[src/rtl/que_dispatcher.sv]
// Consumer side of the queue arbitration handshake: pulses update/clear to the
// arbiter and drains one packet per grant from the granted queue downstream.
module que_dispatcher #(
    parameter int PORTNUM  = 16,
    parameter int DW       = 32,
    parameter int MAXBEAT  = 256,
    parameter int WAIT_MAX = 4,
    localparam int PW = $clog2(PORTNUM),
    localparam int BW = $clog2(MAXBEAT),
    localparam int WW = (WAIT_MAX > 1) ? $clog2(WAIT_MAX) : 1
) (
    input  logic               i_clk,
    input  logic               i_rst,
    input  logic [PORTNUM-1:0] i_pending,
    output logic               o_update,
    output logic               o_clr_vld,
    output logic [PW-1:0]      o_clr_port,
    input  logic [PW-1:0]      i_arb_port,
    input  logic               i_arb_port_vld,
    input  logic               i_arb_empty,
    input  logic [PORTNUM-1:0] i_q_vld,
    input  logic [DW-1:0]      i_q_data [PORTNUM],
    input  logic [PORTNUM-1:0] i_q_last,
    output logic [PORTNUM-1:0] o_q_rdy,
    output logic               o_vld,
    output logic [DW-1:0]      o_data,
    output logic               o_last,
    output logic [PW-1:0]      o_port,
    input  logic               i_ready,
    output logic               o_busy,
    output logic [15:0]        o_pkt_cnt,
    output logic               o_err
);

    typedef enum logic [2:0] {
        S_IDLE = 3'd0,
        S_UPD  = 3'd1,
        S_WAIT = 3'd2,
        S_XFER = 3'd3,
        S_CLR  = 3'd4
    } state_t;

    state_t          state_q, state_d;
    logic [PW-1:0]   sel_q, sel_d;
    logic [BW-1:0]   beat_cnt_q, beat_cnt_d;
    logic [WW-1:0]   wait_cnt_q, wait_cnt_d;
    logic [15:0]     pkt_cnt_q, pkt_cnt_d;
    logic            err_q, err_d;
    logic            accept;
    logic            wait_first;

    assign accept     = o_vld & i_ready;
    assign wait_first = (wait_cnt_q == '0);
    assign o_pkt_cnt  = pkt_cnt_q;
    assign o_err      = err_q;

    always_ff @(posedge i_clk or posedge i_rst) begin
        if (i_rst) begin
            state_q    <= S_IDLE;
            sel_q      <= '0;
            beat_cnt_q <= '0;
            wait_cnt_q <= '0;
            pkt_cnt_q  <= '0;
            err_q      <= 1'b0;
        end else begin
            state_q    <= state_d;
            sel_q      <= sel_d;
            beat_cnt_q <= beat_cnt_d;
            wait_cnt_q <= wait_cnt_d;
            pkt_cnt_q  <= pkt_cnt_d;
            err_q      <= err_d;
        end
    end

    always_comb begin
        state_d    = state_q;
        sel_d      = sel_q;
        beat_cnt_d = beat_cnt_q;
        wait_cnt_d = wait_cnt_q;
        pkt_cnt_d  = pkt_cnt_q;
        err_d      = err_q;
        case (state_q)
            S_IDLE: begin
                if (|i_pending) state_d = S_UPD;
            end
            S_UPD: begin
                wait_cnt_d = '0;
                state_d    = S_WAIT;
            end
            S_WAIT: begin
                // A grant seen together with empty in the first WAIT cycle is a stale snapshot.
                if (i_arb_port_vld && !(wait_first && i_arb_empty)) begin
                    sel_d      = i_arb_port;
                    beat_cnt_d = '0;
                    state_d    = S_XFER;
                end else if (i_arb_empty && !wait_first) begin
                    state_d = S_IDLE;
                end else if (wait_cnt_q == WW'(WAIT_MAX - 1)) begin
                    err_d   = 1'b1;
                    state_d = S_IDLE;
                end else begin
                    wait_cnt_d = wait_cnt_q + 1'b1;
                end
            end
            S_XFER: begin
                if (accept) begin
                    if (i_q_last[sel_q]) begin
                        state_d = S_CLR;
                    end else if (beat_cnt_q == BW'(MAXBEAT - 1)) begin
                        err_d   = 1'b1;
                        state_d = S_CLR;
                    end else begin
                        beat_cnt_d = beat_cnt_q + 1'b1;
                    end
                end
            end
            S_CLR: begin
                pkt_cnt_d  = pkt_cnt_q + 16'd1;
                wait_cnt_d = '0;
                state_d    = S_WAIT;
            end
            default: state_d = S_IDLE;
        endcase
    end

    // Datapath is a pure mux of the selected queue, so downstream stability follows the source.
    always_comb begin
        o_update   = (state_q == S_UPD);
        o_clr_vld  = (state_q == S_CLR);
        o_clr_port = (state_q == S_CLR) ? sel_q : '0;
        o_busy     = (state_q != S_IDLE);
        o_vld      = 1'b0;
        o_data     = '0;
        o_last     = 1'b0;
        o_port     = '0;
        o_q_rdy    = '0;
        if (state_q == S_XFER) begin
            o_vld          = i_q_vld[sel_q];
            o_data         = i_q_data[sel_q];
            o_last         = i_q_last[sel_q];
            o_port         = sel_q;
            o_q_rdy[sel_q] = i_ready;
        end
    end

endmodule

[config.mk]
export PLATFORM = sky130hd
export DESIGN_NAME = que_dispatcher
export DESIGN_NICKNAME = d
export VERILOG_FILES = /design/src/rtl/que_dispatcher.sv
export SDC_FILE = /design/constraint.sdc
export NUM_CORES = 1
export LEC_CHECK = 0
export BUFFER_PORTS_ARGS = -buffer_cell sky130_fd_sc_hd__buf_2
export CAP_MARGIN = 30
export CORE_AREA = 2 2 253 255
export CTS_CLUSTER_SIZE = 30
export DETAILED_ROUTE_END_ITERATION = 6
export DIE_AREA = 0 0 255 257
export GPL_ROUTABILITY_DRIVEN = 0
export PLACE_DENSITY = 0.35
export SLEW_MARGIN = 20
export SYNTH_ARGS = -nofsm -noshare
export SYNTH_HDL_FRONTEND = slang
export SYNTH_SLANG_ARGS = --single-unit
[constraint.sdc]
create_clock -name i_clk -period 3.51 [get_ports i_clk]
set_clock_uncertainty 0.2 [all_clocks]
set_input_delay 0.5265 -clock i_clk [delete_from_list [all_inputs] [get_ports i_clk]]
set_output_delay 0.5265 -clock i_clk [all_outputs]
set_load 0.03 [all_outputs]
After elaboration in Yosys (flattened, before gate mapping)
Index checks and enable logic that the tools add are counted.

storage, ports and cells
  memory bits (read-only) = 0
  output and inout bits = 78
  memories kept = 0
  input port bits = 569
  word-level logic and storage cells = 90
  register bits = 34
  memory bits (writable) = 0
  bits in latches = 0

cells by class
  $lt $le $gt $ge = 3
  bitwise gates (word level) = 3
  equality and inequality tests = 18
  divide/modulo/power cells = 0
  reductions and logical operators = 18
  multiply operators = 0
  add/subtract/negate cells = 3
  mux-type cells = 39
  shift operators = 0

operators with widths
  cell                                                       count
  binary-select mux 32 bit (select 4 bit)                    1
  2-to-1 mux 32 bit                                          3
  2-to-1 mux 8 bit                                           4
  2-to-1 mux 3 bit                                           7
  != test 2 bit (second input constant)                      10
  adder 16 x 1 -> 16 bit (second input constant)             1
  AND 16 bit                                                 1
  2-to-1 mux 16 bit                                          1
  case mux 8 bit (2 select lines)                            1
  OR reduction 16 bit                                        1
  case mux 3 bit (4 select lines)                            1
  2-to-1 mux 1 bit                                           11
  adder 8 x 1 -> 8 bit (second input constant)               1
  binary-select mux 1 bit (select 4 bit)                     2
  == test 8 bit (second input constant)                      1
  2-to-1 mux 4 bit                                           2
  AND reduction 4 bit                                        2
  AND reduction 7 bit                                        1
  == test 3 x 2 -> 1 bit (second input constant)             2
  2-to-1 mux 2 bit                                           3
  greater-or-equal comparator 5 bit (second input constant)  1
  < comparator 4 x 5 -> 1 bit (second input constant)        1
  inverter 4 -> 5 bit                                        1
  AND reduction 5 bit                                        1
  other kinds (19)                                           24

Depth between registers and ports, before layout
  word-level depth = 6
  mapped depth = 8
  gate-level depth less buffers = 7

Least setup slack after synthesis
Ideal clock, no wire load.

  path type = flip-flop to output port
  start = register sel_q[0]
  end = output o_data[17]
  arrival = 2,269 ps
  required time = 2,783 ps
  buffers on the path = 3
  path slack = 514 ps
  stages on the path, launching flop included = 7
  cell sequence = dfrtp_1 > buf_6 > clkbuf_1 > clkbuf_1 > mux4_2 > mux4_2 > and2_1

on the way
  word-level cells in the longest chain between the ends = 5

RTL lines
  item                                                  line  text
  start: declaration                                    44    logic [PW-1:0] sel_q, sel_d;
  start signal: assignment                              67    sel_q <= sel_d;
  inverter 4 -> 5 bit (implied by the code)             139   o_data = i_q_data[sel_q];
  binary-select mux 32 bit (select 4 bit)               139
  2-to-1 mux 32 bit (implied by the code) (2 in a row)  139
  2-to-1 mux 32 bit                                     137   if (state_q == S_XFER) begin
  end: declaration                                      26    output logic [DW-1:0] o_data,

No other way between the ends. The select of a mux whose other input is x is not followed.

Worst setup path in the final report
  start = register sel_q[0]
  end = output o_data[29]

Same word-level chain as after synthesis.

==> run_summary.xml <==
<?xml version="1.0" encoding="UTF-8"?>
<metrics>
  <group name="timing">
    <metric name="setup_total_negative_slack" unit="ns">0</metric>
    <metric name="timing_max_transition_violations_final" unit="">0</metric>
    <metric name="timing.fmax" unit="MHz">297</metric>
    <metric name="final_min_period_over_clock_period" unit="%">95.9</metric>
    <metric name="final.min_clock_period" unit="ns">3.36</metric>
    <metric name="hold_viol" unit="">0</metric>
    <metric name="setup_violators_final" unit="">0</metric>
    <metric name="setup_slack" unit="ns">0.146</metric>
    <metric name="transition_time_of_the_tightest_slew_check_pin" unit="ns">0.632</metric>
    <metric name="rsz_0062_raised_after_global_routing" unit="">false</metric>
    <metric name="max-slew-margin-rel" unit="%">57.8</metric>
  </group>
  <group name="routing">
    <metric name="postRouteAntennaNets" unit="">0</metric>
    <metric name="routed_wire_length_per_instance" unit="um">23.6</metric>
    <metric name="wirelength" unit="um">46100</metric>
    <metric name="detailedRoute.firstIterationViolations" unit="">434</metric>
    <metric name="vias" unit="">7577</metric>
    <metric name="post_drt_via_cell_ratio" unit="">3.88</metric>
    <metric name="firstDrtPassIters" unit="">4</metric>
    <metric name="detail_route.drc_violations" unit="">0</metric>
  </group>
  <group name="final_layout">
    <metric name="design.final.nets" unit="">1669</metric>
    <metric name="finish.instance_area" unit="sq um">10700</metric>
    <metric name="fraction_of_layout_cells_with_a_size_suffix_above_1" unit="%">78.3</metric>
    <metric name="final-instance-count-excl-fill" unit="">1951</metric>
    <metric name="syn2layout_area_growth" unit="%">75.2</metric>
    <metric name="num-fill-cells" unit="">7120</metric>
  </group>
  <group name="logic_synthesis">
    <metric name="count_leader_synth" unit="">mux4_2</metric>
    <metric name="yosys.area_share.simple" unit="%">12.7</metric>
    <metric name="synth_top_area_share" unit="%">61.1</metric>
    <metric name="avgSynthCellArea" unit="sq um">13.1</metric>
    <metric name="synth-xor-area-share" unit="%">2.29</metric>
    <metric name="synth_warnings" unit="">0</metric>
    <metric name="postSynth.topFlopCell" unit="">dfrtp_1</metric>
    <metric name="synth.top_cells.by_area" unit="">mux4_2, dfrtp_1, and2_1</metric>
    <metric name="mappedNetlistArea" unit="sq um">6120</metric>
    <metric name="yosys-mux-area-fraction" unit="%">62.9</metric>
    <metric name="syn_nets" unit="">1039</metric>
    <metric name="synth_edf_count" unit="">0</metric>
    <metric name="yosys.area_share.adder" unit="%">0.818</metric>
    <metric name="synthesized_area_fraction_occupied_by_ao_oa_aoi_and_oai_cells" unit="%">3.19</metric>
    <metric name="synthCells" unit="">466</metric>
    <metric name="synth_top_family_by_area" unit="">multiplexers</metric>
    <metric name="synth_sequential_area_ratio" unit="%">13.9</metric>
    <metric name="synthDominantAreaCellType" unit="">mux4_2</metric>
    <metric name="post_synth_most_frequent_cells" unit="">mux4_2, and2_1, dfrtp_1</metric>
    <metric name="synth.lib_cells_used.distinct" unit="">40</metric>
    <metric name="postSynthRegisterBits" unit="">34</metric>
    <metric name="synthArstFlopShare" unit="%">100</metric>
  </group>
  <group name="clock_tree">
    <metric name="clock_sink_count" unit="">34</metric>
    <metric name="max-clock-path-buffers" unit="">2</metric>
    <metric name="htree_levels" unit="">2</metric>
    <metric name="cts.repair_timing.setup_buffer_count" unit="">0</metric>
    <metric name="clk_root_buffer_cell" unit="">clkbuf_16</metric>
    <metric name="worst_skew_pair.late_latency" unit="ns">0.29</metric>
    <metric name="ctsHoldBuffers" unit="">0</metric>
    <metric name="clkSlewWorstSetupHoldPaths" unit="ns">0.06</metric>
    <metric name="tritoncts.num_buffers" unit="">5</metric>
    <metric name="tritoncts_clock_tree" unit="">built</metric>
    <metric name="cts.repair.resized" unit="">0</metric>
  </group>
  <group name="worst_setup_path">
    <metric name="buffers_inverters_on_critical_path" unit="">3</metric>
    <metric name="critPathMaxFanout" unit="">23</metric>
    <metric name="max_stage_delay" unit="ns">0.55</metric>
    <metric name="critical_path.startpoint_type" unit="">flop</metric>
    <metric name="cp_data_required_time" unit="ns">2.78</metric>
    <metric name="critical_path.cell_chain" unit="">buf_12 &gt; buf_12 &gt; mux4_2 &gt; mux4_2 &gt; and2_1 &gt; buf_2</metric>
    <metric name="worst_path_dominant_cell_family" unit="">multiplexers</metric>
    <metric name="critical_path.slowest_cell" unit="">mux4_2</metric>
    <metric name="crit_path_end_kind" unit="">output pin</metric>
    <metric name="cp.arrival" unit="ns">2.64</metric>
    <metric name="timing.setup.critical_path_class" unit="">flop to output pin</metric>
  </group>
  <group name="run">
    <metric name="maxCapViolCount" unit="">0</metric>
  </group>
  <group name="global_route">
    <metric name="grt_antenna_before_repair" unit="">35</metric>
    <metric name="globalRoute.totalOverflow" unit="">0</metric>
    <metric name="grt_overall_usage" unit="%">13.3</metric>
    <metric name="global_route_wire_length_before_repair" unit="um">61500</metric>
    <metric name="pin_count_of_the_biggest_net_entering_global_routing" unit="">51</metric>
    <metric name="grt_pass1_vias" unit="">8148</metric>
  </group>
  <group name="hold_path">
    <metric name="hold_path_class" unit="">input pin to asynchronous set/reset pin</metric>
  </group>
  <group name="floorplan">
    <metric name="rows" unit="">92</metric>
    <metric name="fp.dieW" unit="um">255</metric>
    <metric name="core_region_area" unit="sq um">62700</metric>
    <metric name="chipHeight" unit="um">257</metric>
    <metric name="initial_core_util" unit="%">9.75</metric>
    <metric name="io_pins" unit="">647</metric>
    <metric name="die-area" unit="sq um">65500</metric>
  </group>
  <group name="placed_design">
    <metric name="post-place-ws" unit="ns">0.402</metric>
    <metric name="placed_cells_incl_taps" unit="">1935</metric>
    <metric name="place_area" unit="sq um">10500</metric>
    <metric name="port_buffers" unit="">646</metric>
    <metric name="dp_hpwl" unit="um">40700</metric>
  </group>
  <group name="pwr">
    <metric name="leakage" unit="nW">4.85</metric>
    <metric name="total_power" unit="W">0.00628</metric>
    <metric name="power.density" unit="nW/um^2">586</metric>
    <metric name="vdd_ir_drop_max" unit="uV">310</metric>
  </group>
  <group name="run_status">
    <metric name="status" unit="">complete, no violations</metric>
  </group>
</metrics>
-- cells by family after synthesis --
family,Yosys count
XOR/XNOR,16
adder cells (fa/ha/maj),4
AO/OA/AOI/OAI,28
flip-flops,34
multiplexers,176
AND/OR/NAND/NOR,148
buffers and inverters,60
-- per-stage QoR --
step	util, %	hold slack, ns
floorplan	-	0.271
global placement	16.8	0.251
detailed placement	16.8	0.262
CTS	17.0	0.139
global route	17.1	0.162
finish	17.1	0.119
-- layout make-up --
cell class / count / area [sq um] / area share [%]
multi-input combinational: 372 / 5010 / 46.8
timing repair buffer: 673 / 3560 / 33.2
tap: 846 / 1060 / 9.88
sequential: 34 / 860 / 8.02
clock buffer: 8 / 166 / 1.55
inverter: 10 / 38.8 / 0.362
antenna: 8 / 20.0 / 0.187
-- registers in the layout (all words and copies together) (netlist names) --
register	flops
beat_cnt_q	8
o_pkt_cnt	16
sel_q	4
state_q	3
o_err	1
wait_cnt_q	2
-- final timing paths --
check	cells after the start	end	from	slack (ns)
setup / recovery	6	o_data[29]	sel_q[0]	0.15
hold / removal	2	beat_cnt_q[0]	i_rst	0.12
setup reg to reg	7	beat_cnt_q[7]	sel_q[0]	0.54
hold reg to reg	1	o_pkt_cnt[15]	o_pkt_cnt[15]	0.27
max in group asynchronous	3	o_pkt_cnt[11]	i_rst	2.37
min in group i_clk	3	sel_q[1]	i_arb_port[1]	0.24
-- power breakdown --
part	switching (W)	total [W]	internal, W
sequential	0.000143	0.000621	0.000478
clock	0.000174	0.000495	0.000321
combinational	0.00256	0.00516	0.00261
total	0.00287	0.00628	0.00340
-- worst register-to-register path: stages, from the launching register on --
cell	delay [ns]
dfrtp_4	0.47
buf_12	0.28
mux4_2	0.58
mux2i_2	0.45
o2bb2ai_4	0.20
nand4_2	0.18
or3_1	0.38
a21oi_1	0.15
-- placed cells by master (no fill, tap or decap), types with 9 or more instances in the layout --
cell,n
dfrtp_1,31
buf_4,17
nand3_1,12
mux4_2,166
buf_12,9
buf_2,646
nor2_1,30
nand2_1,27
inv_1,9
nand4_1,9
o21ai_0,9
and2_1,37
-- metal layers --
layer | GRT usage, % | part of all wire, % | vias up
met1 | 16.0 | 40 | 3806
met4 | 2.62 | 1.6 | 22
li1 | - | - | 3232
met2 | 23.3 | 49 | 455
met3 | 3.89 | 9.3 | 62
met5 | 0 | 0.28 | -
Power figures use the tool's default switching activity.
